===== src/rtl/stream_pkg.sv =====
// Shared definitions for the byte-stream receive path: byte width, packer state
// encoding and the keep-mask helper.
package stream_pkg;

  localparam int BYTE_W = 8;

  typedef enum logic {
    IDLE = 1'b0,
    FILL = 1'b1
  } stream_rx_state_e;

  // Lanes 0..count-1 set; count ranges 0..8.
  function automatic logic [7:0] keep_from_count(input logic [3:0] count);
    logic [7:0] mask;
    mask = '0;
    for (int i = 0; i < 8; i++) begin
      mask[i] = (4'(i) < count);
    end
    return mask;
  endfunction

endpackage


===== src/rtl/stream_rx_stats.sv =====
// Saturating word and frame transfer counters for stream_rx; only built
// when STREAM_RX_STATS_EN is defined.
module stream_rx_stats (
  input  logic        clk,
  input  logic        rst,
  input  logic        xfer,
  input  logic        xfer_last,
  output logic [15:0] word_count,
  output logic [15:0] frame_count
);

  logic [15:0] word_count_q, word_count_d;
  logic [15:0] frame_count_q, frame_count_d;

  always_ff @(posedge clk or posedge rst) begin
    if (rst) begin
      word_count_q  <= '0;
      frame_count_q <= '0;
    end else begin
      word_count_q  <= word_count_d;
      frame_count_q <= frame_count_d;
    end
  end

  always_comb begin
    word_count_d  = word_count_q;
    frame_count_d = frame_count_q;
    if (xfer && (word_count_q != 16'hFFFF)) begin
      word_count_d = word_count_q + 16'd1;
    end
    if (xfer && xfer_last && (frame_count_q != 16'hFFFF)) begin
      frame_count_d = frame_count_q + 16'd1;
    end
  end

  assign word_count  = word_count_q;
  assign frame_count = frame_count_q;

endmodule


===== src/rtl/stream_rx.sv =====
// Byte-to-word little-endian packer with valid/ready on both sides and
// last-byte flush. Define STREAM_RX_STATS_EN to add word/frame counters.
module stream_rx
  import stream_pkg::*;
#(
  parameter int BYTES_PER_WORD = 4,
  parameter int WORD_W         = 8 * BYTES_PER_WORD
) (
  input  logic                      clk,
  input  logic                      rst,
  input  logic [BYTE_W-1:0]         data_in,
  input  logic                      in_valid,
  input  logic                      in_last,
  output logic                      in_ready,
  output logic [WORD_W-1:0]         data_out,
  output logic [BYTES_PER_WORD-1:0] out_keep,
  output logic                      out_last,
  output logic                      out_valid,
  input  logic                      out_ready
`ifdef STREAM_RX_STATS_EN
  ,
  output logic [15:0]               word_count,
  output logic [15:0]               frame_count
`endif
);

  localparam int IDX_W = $clog2(BYTES_PER_WORD);
  localparam logic [IDX_W-1:0] LAST_LANE = IDX_W'(BYTES_PER_WORD - 1);

  stream_rx_state_e          state_q, state_d;
  logic [IDX_W-1:0]          idx_q, idx_d;
  logic [WORD_W-1:0]         acc_q, acc_d;
  logic [WORD_W-1:0]         data_q, data_d;
  logic [BYTES_PER_WORD-1:0] keep_q, keep_d;
  logic                      last_q, last_d;
  logic                      valid_q, valid_d;

  logic                      accept;
  logic                      commit;
  logic [WORD_W-1:0]         acc_wr;

  // NOTE: non-blocking assignments here so every flop samples pre-edge values.
  always_ff @(posedge clk or posedge rst) begin
    if (rst) begin
      state_q <= IDLE;
      idx_q   <= '0;
      acc_q   <= '0;
      data_q  <= '0;
      keep_q  <= '0;
      last_q  <= 1'b0;
      valid_q <= 1'b0;
    end else begin
      state_q <= state_d;
      idx_q   <= idx_d;
      acc_q   <= acc_d;
      data_q  <= data_d;
      keep_q  <= keep_d;
      last_q  <= last_d;
      valid_q <= valid_d;
    end
  end

  // NOTE: every target gets a default first so no latch is inferred.
  always_comb begin
    state_d = state_q;
    idx_d   = idx_q;
    acc_d   = acc_q;
    data_d  = data_q;
    keep_d  = keep_q;
    last_d  = last_q;
    valid_d = valid_q;

    accept = in_valid && in_ready;
    commit = accept && ((idx_q == LAST_LANE) || in_last);

    acc_wr = acc_q;
    acc_wr[int'(idx_q) * BYTE_W +: BYTE_W] = data_in;

    if (valid_q && out_ready) begin
      valid_d = 1'b0;
    end

    if (commit) begin
      // Accumulator is zero above idx, so unfilled lanes of a flush read 0.
      data_d  = acc_wr;
      keep_d  = BYTES_PER_WORD'(keep_from_count(4'(idx_q) + 4'd1));
      last_d  = in_last;
      valid_d = 1'b1;
      idx_d   = '0;
      acc_d   = '0;
      state_d = IDLE;
    end else if (accept) begin
      acc_d   = acc_wr;
      idx_d   = idx_q + 1'b1;
      state_d = FILL;
    end
  end

  always_comb begin
    in_ready  = !valid_q || out_ready;
    data_out  = data_q;
    out_keep  = keep_q;
    out_last  = last_q;
    out_valid = valid_q;
  end

`ifdef STREAM_RX_STATS_EN
  stream_rx_stats u_stats (
    .clk         (clk),
    .rst         (rst),
    .xfer        (valid_q && out_ready),
    .xfer_last   (last_q),
    .word_count  (word_count),
    .frame_count (frame_count)
  );
`endif

endmodule


===== config.mk =====
export PLATFORM = sky130hd
export DESIGN_NAME = stream_rx
export DESIGN_NICKNAME = d
export VERILOG_FILES = /design/src/rtl/stream_pkg.sv /design/src/rtl/stream_rx_stats.sv /design/src/rtl/stream_rx.sv
export SDC_FILE = /design/constraint.sdc
export NUM_CORES = 1
export LEC_CHECK = 0
export ABC_AREA = 1
export CAP_MARGIN = 20
export CORE_ASPECT_RATIO = 1.5
export CORE_MARGIN = 8
export CORE_UTILIZATION = 52
export DETAILED_ROUTE_END_ITERATION = 7
export PLACE_DENSITY = 0.82
export SLEW_MARGIN = 20
export SYNTH_ARGS = -nofsm -noshare
export SYNTH_HDL_FRONTEND = slang
export SYNTH_HIERARCHICAL = 1
export SYNTH_SLANG_ARGS = --single-unit

===== constraint.sdc =====
create_clock -name clk -period 2.3 [get_ports clk]
set_input_delay 0.23 -clock clk [delete_from_list [all_inputs] [get_ports clk]]
set_output_delay 0.23 -clock clk [all_outputs]
set_load 0.01 [all_outputs]

==> Yosys cells after proc, flatten, opt, wreduce, memory -nomap -nowiden <==
Index checks and enable logic that the tools add are counted.
{ "word_totals": {"reg_bits": 72, "inputBits": 13, "output_inout_bits": 39} }
{ "classes": {"add_sub_neg": 3, "order_cmp": 4, "eq_ne": 1, "shift": 2, "n_mux": 7, "reduce_logical": 8} }
{ "ops": {"columns": ["op", "n"], "rows": [
  ["$mux W32", 2],
  ["$neg A5 Y33", 1],
  ["$shift A8 B33 Y32 const A", 1],
  ["$shiftx A8 B33 Y32", 1],
  ["$bwmux W32", 1],
  ["$lt A1 B3 Y1 const A", 2],
  ["$lt A2 B3 Y1 const A", 2],
  ["$mux W2", 2],
  ["$reduce_bool A2 Y1", 2],
  ["$add A2 B1 Y3 const B", 1],
  ["$logic_and A1 B1 Y1", 3],
  ["$add A2 B1 Y2 const B", 1],
  ["$eq A2 B2 Y1 const B", 1],
  ["$logic_or A1 B1 Y1", 2],
  ["$mux W1", 2],
  ["$logic_not A1 Y1", 1]
]} }

==> Depth between registers and ports, before layout <==
Gate-level depths: netlist of the first run.
{ "depth": {"ltp_word": 5, "mapped_depth": 9, "depth_no_buf": 9} }

==> Worst setup path after synthesis of the first run <==
No wires, ideal clock.
{ "synth_path": {"kind": "reg-to-reg", "start": "register idx_q[0]", "end": "register acc_q[7]", "arrival_time_ps": 1525, "required_time_ps": 2234, "slack_ps": 709, "path_stages_with_launch": 8, "path_buffers": 0, "path_cell_list": "dfrtp_1 inv_1 ha_1 nor2_2 nand4_1 nand2_1 nand2_1 nand2_1"} }
{ "synth_between": {"elab_chain_cells": 5, "elab_cells_between_ends": 10, "cone_classes": "add/sub (1); eq/ne (1); shift (2); mux (3); reduce/logical (3)"} }
{ "synth_lines": {"columns": ["element", "line", "text"], "rows": [
  ["from (decl)", "stream_rx.sv:31", "logic [IDX_W-1:0] idx_q, idx_d;"],
  ["from (signal assigned)", "stream_rx.sv:54", "idx_q <= idx_d;"],
  ["$neg A5 Y33", "stream_rx.sv:77", "acc_wr[int'(idx_q) * BYTE_W +: BYTE_W] = data_in;"],
  ["$shiftx A8 B33 Y32 / $shift A8 B33 Y32 (equally long branches)", "stream_rx.sv:77", null],
  ["$bwmux W32", "stream_rx.sv:77", null],
  ["$mux W32", "stream_rx.sv:92", "end else if (accept) begin"],
  ["$mux W32", "stream_rx.sv:83", "if (commit) begin"],
  ["to (signal assigned)", "stream_rx.sv:47", "acc_q <= '0;"],
  ["to (signal assigned)", "stream_rx.sv:55", "acc_q <= acc_d;"],
  ["to (decl)", "stream_rx.sv:32", "logic [WORD_W-1:0] acc_q, acc_d;"]
]} }
Several ways; a longest one is shown, not always the timed one. The select of a mux whose other input is x is not followed.
A chain may end at the register's enable or synchronous reset.

==> Final worst setup path of the first run <==
{ "layout_path": {"start": "register idx_q[0]", "end": "register data_q[13] (netlist: data_out[13])"} }
{ "layout_between": {"elab_chain_cells": 3, "elab_cells_between_ends": 7, "cone_classes": "add/sub (1); eq/ne (1); shift (2); mux (1); reduce/logical (2)"} }
{ "layout_lines": {"columns": ["element", "line", "text"], "rows": [
  ["$neg A5 Y33 / $eq A2 B2 Y1 (equally long branches)", "stream_rx.sv:77, stream_rx.sv:74", null],
  ["$shiftx A8 B33 Y32, or another cell as far along", "stream_rx.sv:77", null],
  ["$bwmux W32 / $logic_and A1 B1 Y1 (equally long branches)", "stream_rx.sv:77, stream_rx.sv:74", null],
  ["to (signal assigned)", "stream_rx.sv:56", "data_q <= data_d;"],
  ["to (decl)", "stream_rx.sv:33", "logic [WORD_W-1:0] data_q, data_d;"]
]} }
Several ways; a longest one is shown, not always the timed one.

==> results.tsv, run 1 <==
stage	metric	value	unit
run_status	status	finished clean	
clocking	hold buffer count at CTS	0	
clocking	H-tree lvl count	3	
timing	fin crit period	1.71	ns
clocking	CTS max path bufs	2	
routing	DR DRC count	0	
global_route	global-route wire length before repair	13600	um
timing	RSZ-0062 raised after global routing	no	
routing	DR WL/cell	13.5	um
job	max_cap viols	0	
layout	most frequent cells in the layout	nand2_1, dfrtp_1, clkdlybuf4s50_1	
die	Die W	82.7	um
layout	Area growth, synth to finish	20.7	%
routing	DRT Pass-1 Iters	5	
layout	# diodes	0	
layout	final core occ	0.646	
clocking	Num CTS Buffers	9	
die	Initial Utilization	0.535	
die	total die area	9600	um^2
timing	Final Hold Viols	0	
setup_path	Critical Path RT	2.59	ns
placement	Port-buffer cells	51	
routing	Avg Vias per Cell	4.94	
routing	1st-iter DRT viols	214	
setup_path	CP endpoint kind	register	
power_and_ir_drop	pwr dens	740	nW/um^2
setup_path	crit start category	register	
setup_path	CP dominant cell by count	nand2_1	
layout	Nets	526	
timing	TNS Setup	0	ns
synth	Yosys reg bits	72	
timing	max frequency	0.585	GHz
clocking	CTS tree	yes	
setup_path	CP max stage delay	0.39	ns
clocking	Post-CTS Resized	0	
timing	clock skew	0.00595	ns
setup_path	Worst EP arrival	2.00	ns
synth	Cell Area, Synth	3470	um^2
routing	total number of vias	2887	
timing	fin worst setup slack	0.590	ns
layout	Fillers	572	
timing	Rel. slew slack	0.690	
synth	synthesized netlist cell count	454	
die	core area	6490	um^2
setup_path	crit path kind	register to register	
routing	Routed Wire Length	7910	um
layout	commonest non-fill, non-tap cell in the layout	nand2_1	
synth	top cell type's share of synthesized area	0.519	
clocking	Reg clk slew, reported paths	0.07	ns
synth	Distinct cells, synth	20	
power_and_ir_drop	Max VDD drop	0.000491	V
routing	antenna-violating nets left	0	
timing	max-slew violations	0	
die	Die H	116	um
synth	register area share after synthesis	0.519	
power_and_ir_drop	Leakage	2.36	nW
timing	fin crit share	0.744	
clocking	clock latency on the worst-skew pair	0.34	ns
setup_path	critical path's slowest cell	dfrtp_1	
placement	HPWL after DPL	5650	um
layout	layout cells sized above 1	0.0650	
placement	pre-CTS WS	0.470	ns
synth	synth warn	6	
clocking	setup bufs post-CTS	0	
placement	RePlAce Congestion	0.933	
global_route	gr ovfl total	0	
timing	Worst-Margin Slew	0.465	ns
global_route	largest net degree at the start of global routing	73	
timing	Setup-failing EPs final	0	
setup_path	Worst Path Max Fanout	17	
global_route	GRT Overall Usage	0.180	
synth	syn avg cell area	7.65	um^2
setup_path	critical-path cell list	buf_4 > ha_1 > clkinv_1 > nor2_4 > nand2_1 > nand2_1 > nand2_1 > nand2_1	
global_route	initial antenna violation count	0	
setup_path	Worst R2R Setup Slack	0.59	ns
synth	Synth area leader	dfrtp_1	
die	IO Pins	52	
min_path	Hold WC Path Type	primary input to async pin	
die	# rows	36	
global_route	vias in the first global route	2939	
synth	Syn Nets	474	
synth	dominant cells by area after synthesis	dfrtp_1, nand2_1, ha_1	
clocking	# clock sinks	72	
clocking	clock root buffer master	clkbuf_8	
-- cells in the mapped netlist --
library cell / count
buf_2: 4
buf_4: 4
buf_6: 5
clkbuf_1: 3
clkinv_1: 1
dfrtp_1: 72
ha_1: 7
inv_1: 23
inv_2: 3
inv_4: 2
nand2_1: 281
nand2_4: 4
nand3_1: 8
nand3_4: 1
nand4_1: 8
nor2_1: 12
nor2_2: 1
nor2_4: 3
o21ai_0: 2
o21ai_1: 10
-- worst paths after layout --
| kind | from | to | cells after the start |
|---|---|---|---|
| max | idx_q[0]$_DFFE_PP0P_ | data_out[13]$_DFFE_PP0P_ | 8 |
| min | rst | data_out[19]$_DFFE_PP0P_ | 3 |
| max reg2reg | idx_q[0]$_DFFE_PP0P_ | data_out[13]$_DFFE_PP0P_ | 8 |
| min reg2reg | data_out[25]$_DFFE_PP0P_ | data_out[25]$_DFFE_PP0P_ | 2 |
| max in group asynchronous | rst | acc_q[21]$_DFFE_PP0P_ | 3 |
| min in group clk | in_last | out_last$_DFFE_PP0P_ | 3 |
-- layer usage --
layer | vias to the layer above | track usage | wire, um
met5 | - | 0 | 0
met4 | 0 | 0.0682 | 117
met3 | 8 | 0.0408 | 329
met2 | 56 | 0.303 | 4010
met1 | 1351 | 0.216 | 3450
li1 | 1472 | - | -
-- state kept, by name, summed over array words and instances (netlist names) --
register,count
idx_q,2
out_valid,1
out_keep,4
acc_q,32
data_out,32
out_last,1
-- cells by family (layout without fill, tap and decap cells) --
family / Yosys count / after routing / share of synthesized area
compound gates: 12 / 12 / 0.0173
fa+ha+maj: 7 / 7 / 0.0252
simple gates: 318 / 318 / 0.372
flops: 72 / 72 / 0.519
buf+inv: 45 / 99 / 0.0666
-- final cells by class --
cell class	count	area [um^2]	share of cell area
clock buffers	12	155	0.0370
multi-input cells	337	1440	0.344
inverters	29	114	0.0272
flip-flops and latches	72	1800	0.430
clock inverters	1	5.00	0.00119
well taps	76	95.1	0.0227
repair buffers	57	581	0.139
-- power breakdown --
group	leakage (nW)	switching [mW]	internal [mW]
registers	0.991	0.0630	1.37
clock network	0.0842	0.424	0.431
logic	1.29	0.506	0.304
total	2.36	0.993	2.11
-- critical path, delay by kind of cell (launching register included) --
family	cells	cell delay [ns]
buffers and inverters	2	0.49
AND/OR/NAND/NOR	5	0.59
adder cells (fa/ha/maj)	1	0.17
flip-flops	1	0.39
-- metrics by stage --
stage	instance area (um^2)	hold WS, ns	power [mW]	std cells
after floorplan	3470	0.380	1.97	454
after global placement	4030	0.461	2.25	571
after detailed placement	4030	0.465	2.27	571
after CTS	4190	0.296	3.13	584
after global routing	4190	0.311	3.27	584
final	4190	0.259	3.10	584
Note: power is estimated with default switching activity, not from simulation.
==> run 2: changes to the inputs <==
Settings changed: CORE_UTILIZATION 52 to 49, PLACE_DENSITY 0.82 to 0.81.
Clock period 2.3 ns to 1.4 ns, I/O delays scaled along.
==> results.tsv, run 2 (synthesis results as in run 1) <==
stage	metric	value	unit	change
setup_path	critical path's slowest cell	dfrtp_2		was dfrtp_1
global_route	initial antenna violation count	0		unchanged
layout	Fillers	560		was 572
die	Die H	119	um	was 116 um
layout	layout cells sized above 1	0.180		was 0.0650
layout	commonest non-fill, non-tap cell in the layout	nand2_1		unchanged
timing	max-slew violations	0		unchanged
routing	Met1 Wirelength	3480	um	was 3450 um
setup_path	Worst R2R Setup Slack	-0.03	ns	was 0.59 ns
routing	highest metal used	met4		unchanged
timing	TNS Setup	-0.154	ns	was 0 ns
clocking	clock latency on the worst-skew pair	0.37	ns	was 0.34 ns
layout	most frequent cells in the layout	nand2_1, dfrtp_1, dlygate4sd2_1		was nand2_1, dfrtp_1, clkdlybuf4s50_1
setup_path	crit start category	register		unchanged
timing	fin worst setup slack	-0.0340	ns	was 0.590 ns
timing	fin crit period	1.43	ns	was 1.71 ns
global_route	vias in the first global route	3122		was 2939
routing	Avg Vias per Cell	5.01		was 4.94
routing	antenna-violating nets left	0		unchanged
power_and_ir_drop	pwr dens	1220	nW/um^2	was 740 nW/um^2
setup_path	crit path kind	register to register		unchanged
clocking	# clock sinks	72		unchanged
clocking	CTS tree	yes		unchanged
power_and_ir_drop	Leakage	2.68	nW	was 2.36 nW
clocking	clock root buffer master	clkbuf_8		unchanged
power_and_ir_drop	Max VDD drop	0.000907	V	was 0.000491 V
setup_path	critical-path cell list	inv_4 > ha_4 > nand2_4 > nor2_4 > nand2_2 > nand2_2 > nand2_2 > nand2_2		was buf_4 > ha_1 > clkinv_1 > nor2_4 > nand2_1 > nand2_1 > nand2_1 > nand2_1
global_route	largest net degree at the start of global routing	33		was 73
die	Initial Utilization	0.507		was 0.535
routing	DR WL/cell	14.3	um	was 13.5 um
job	max_cap viols	0		unchanged
placement	HPWL after DPL	6530	um	was 5650 um
setup_path	Worst EP arrival	1.75	ns	was 2.00 ns
setup_path	CP dominant cell by count	nand2_2		was nand2_1
global_route	gr ovfl total	0		unchanged
clocking	hold buffer count at CTS	0		unchanged
layout	final core occ	0.665		was 0.646
timing	fin crit share	1.02		was 0.744
min_path	Hold WC Path Type	primary input to async pin		unchanged
routing	1st-iter DRT viols	197		was 214
routing	DRT Pass-1 Iters	4		was 5
placement	RePlAce Congestion	0.920		was 0.933
setup_path	WP buf/inv	1		was 2
run_status	violated checks	negative setup slack		
timing	clock skew	0.0129	ns	was 0.00595 ns
global_route	GRT Overall Usage	0.187		was 0.180
die	core area	6850	um^2	was 6490 um^2
routing	DR DRC count	0		unchanged
routing	total number of vias	3057		was 2887
layout	# diodes	0		unchanged
routing	Routed Wire Length	8700	um	was 7910 um
run_status	status	finished, violations left		was finished clean
layout	Area growth, synth to finish	31.2	%	was 20.7%
setup_path	Crit path max-delay family	simple AND/OR/NAND/NOR gates		unchanged
setup_path	CP endpoint kind	register		unchanged
setup_path	Worst Path Max Fanout	8		was 17
layout	Nets	547		was 526
die	# rows	37		was 36
timing	Worst-Margin Slew	0.327	ns	was 0.465 ns
setup_path	Critical Path RT	1.71	ns	was 2.59 ns
routing	DR WL met2	4440	um	was 4010 um
timing	Setup-failing EPs final	12		was 0
clocking	H-tree lvl count	3		unchanged
timing	Rel. slew slack	0.782		was 0.690
clocking	CTS max path bufs	2		unchanged
global_route	global-route wire length before repair	15000	um	was 13600 um
clocking	Num CTS Buffers	9		unchanged
timing	max frequency	0.697	GHz	was 0.585 GHz
die	IO Pins	52		unchanged
timing	RSZ-0062 raised after global routing	yes		was no
setup_path	CP max stage delay	0.42	ns	was 0.39 ns
placement	Port-buffer cells	51		unchanged
die	total die area	10100	um^2	was 9600 um^2
die	Die W	84.7	um	was 82.7 um
routing	met3 WL	466	um	was 329 um
timing	Final Hold Viols	0		unchanged
clocking	Reg clk slew, reported paths	0.08	ns	was 0.07 ns
==> run 2: cell count changes in the layout (fill, tap and decap cells not counted), sizes merged <==
cell,change
clkdlybuf4s50,-39
bufinv,+1
dlygate4sd2,+39
clkinvlp,+2
buf,+21
clkbuf,-1
clkinv,+1
==> run 2: area by class of cell <==
| type | instances | area, um^2 | share of cell area |
|---|---|---|---|
| Sequential cell | 72 | 1800 | 0.396 |
| Multi-Input combinational cell | 337 | 1570 | 0.346 |
| Timing Repair Buffer | 78 | 758 | 0.166 |
| Clock buffer | 11 | 141 | 0.0310 |
| Inverter | 29 | 125 | 0.0275 |
| Tap cell | 78 | 97.6 | 0.0214 |
| Clock inverter | 5 | 56.3 | 0.0124 |
==> run 2: what timing repair did <==
| action | 4_1_cts | 5_1_grt |
|---|---|---|
| setup buffers | 2 | 0 |
| endpoints found under the setup margin | 104 | 71 |
| gates resized for setup | 55 | 31 |
| pin swaps | 9 | 27 |
==> run 2: through the flow <==
step / power [mW] / instance area, um^2 / hold slack [ns] / instances / setup WS [ns]
after detailed placement: 3.96 / 4250 / 0.464 / 592 / -0.0589
final: 5.58 / 4560 / 0.0835 / 610 / -0.0340
after global placement: 3.92 / 4250 / 0.461 / 592 / -0.0477
after floorplan: 3.29 / 3500 / 0.290 / 454 / 0.00593
after global routing: 5.88 / 4560 / 0.106 / 610 / -0.122
after CTS: 5.57 / 4450 / 0.0856 / 610 / -0.0210
==> run 2: power by group <==
part,internal [mW],total [mW],switching (mW)
clock network,0.868,1.67,0.799
registers,2.25,2.36,0.105
logic,0.618,1.56,0.938
==> run 2: worst paths after layout <==
kind	startpoint	to	cells after the start
worst min register to register	data_out[22]$_DFFE_PP0P_	data_out[22]$_DFFE_PP0P_	2
max in group asynchronous	rst	acc_q[2]$_DFFE_PP0P_	3
min in group clk	in_last	out_last$_DFFE_PP0P_	3
worst min-delay path	rst	acc_q[31]$_DFFE_PP0P_	2
worst max register to register	idx_q[0]$_DFFE_PP0P_	data_out[15]$_DFFE_PP0P_	8
worst max-delay path	idx_q[0]$_DFFE_PP0P_	data_out[15]$_DFFE_PP0P_	8
==> run 2: worst register-to-register path: cells and delay by family, from the launching register on <==
kind          cells  cell delay (ns)
simple gates      6             0.58
flops             1             0.42
fa+ha+maj         1             0.32
buf+inv           1             0.07
==> run 2: per-layer routing <==
metal	track usage	vias up
met3	0.0502	23
met2	0.323	93
met1	0.202	1420
met5	0	-
met4	0.105	0
li1	-	1521
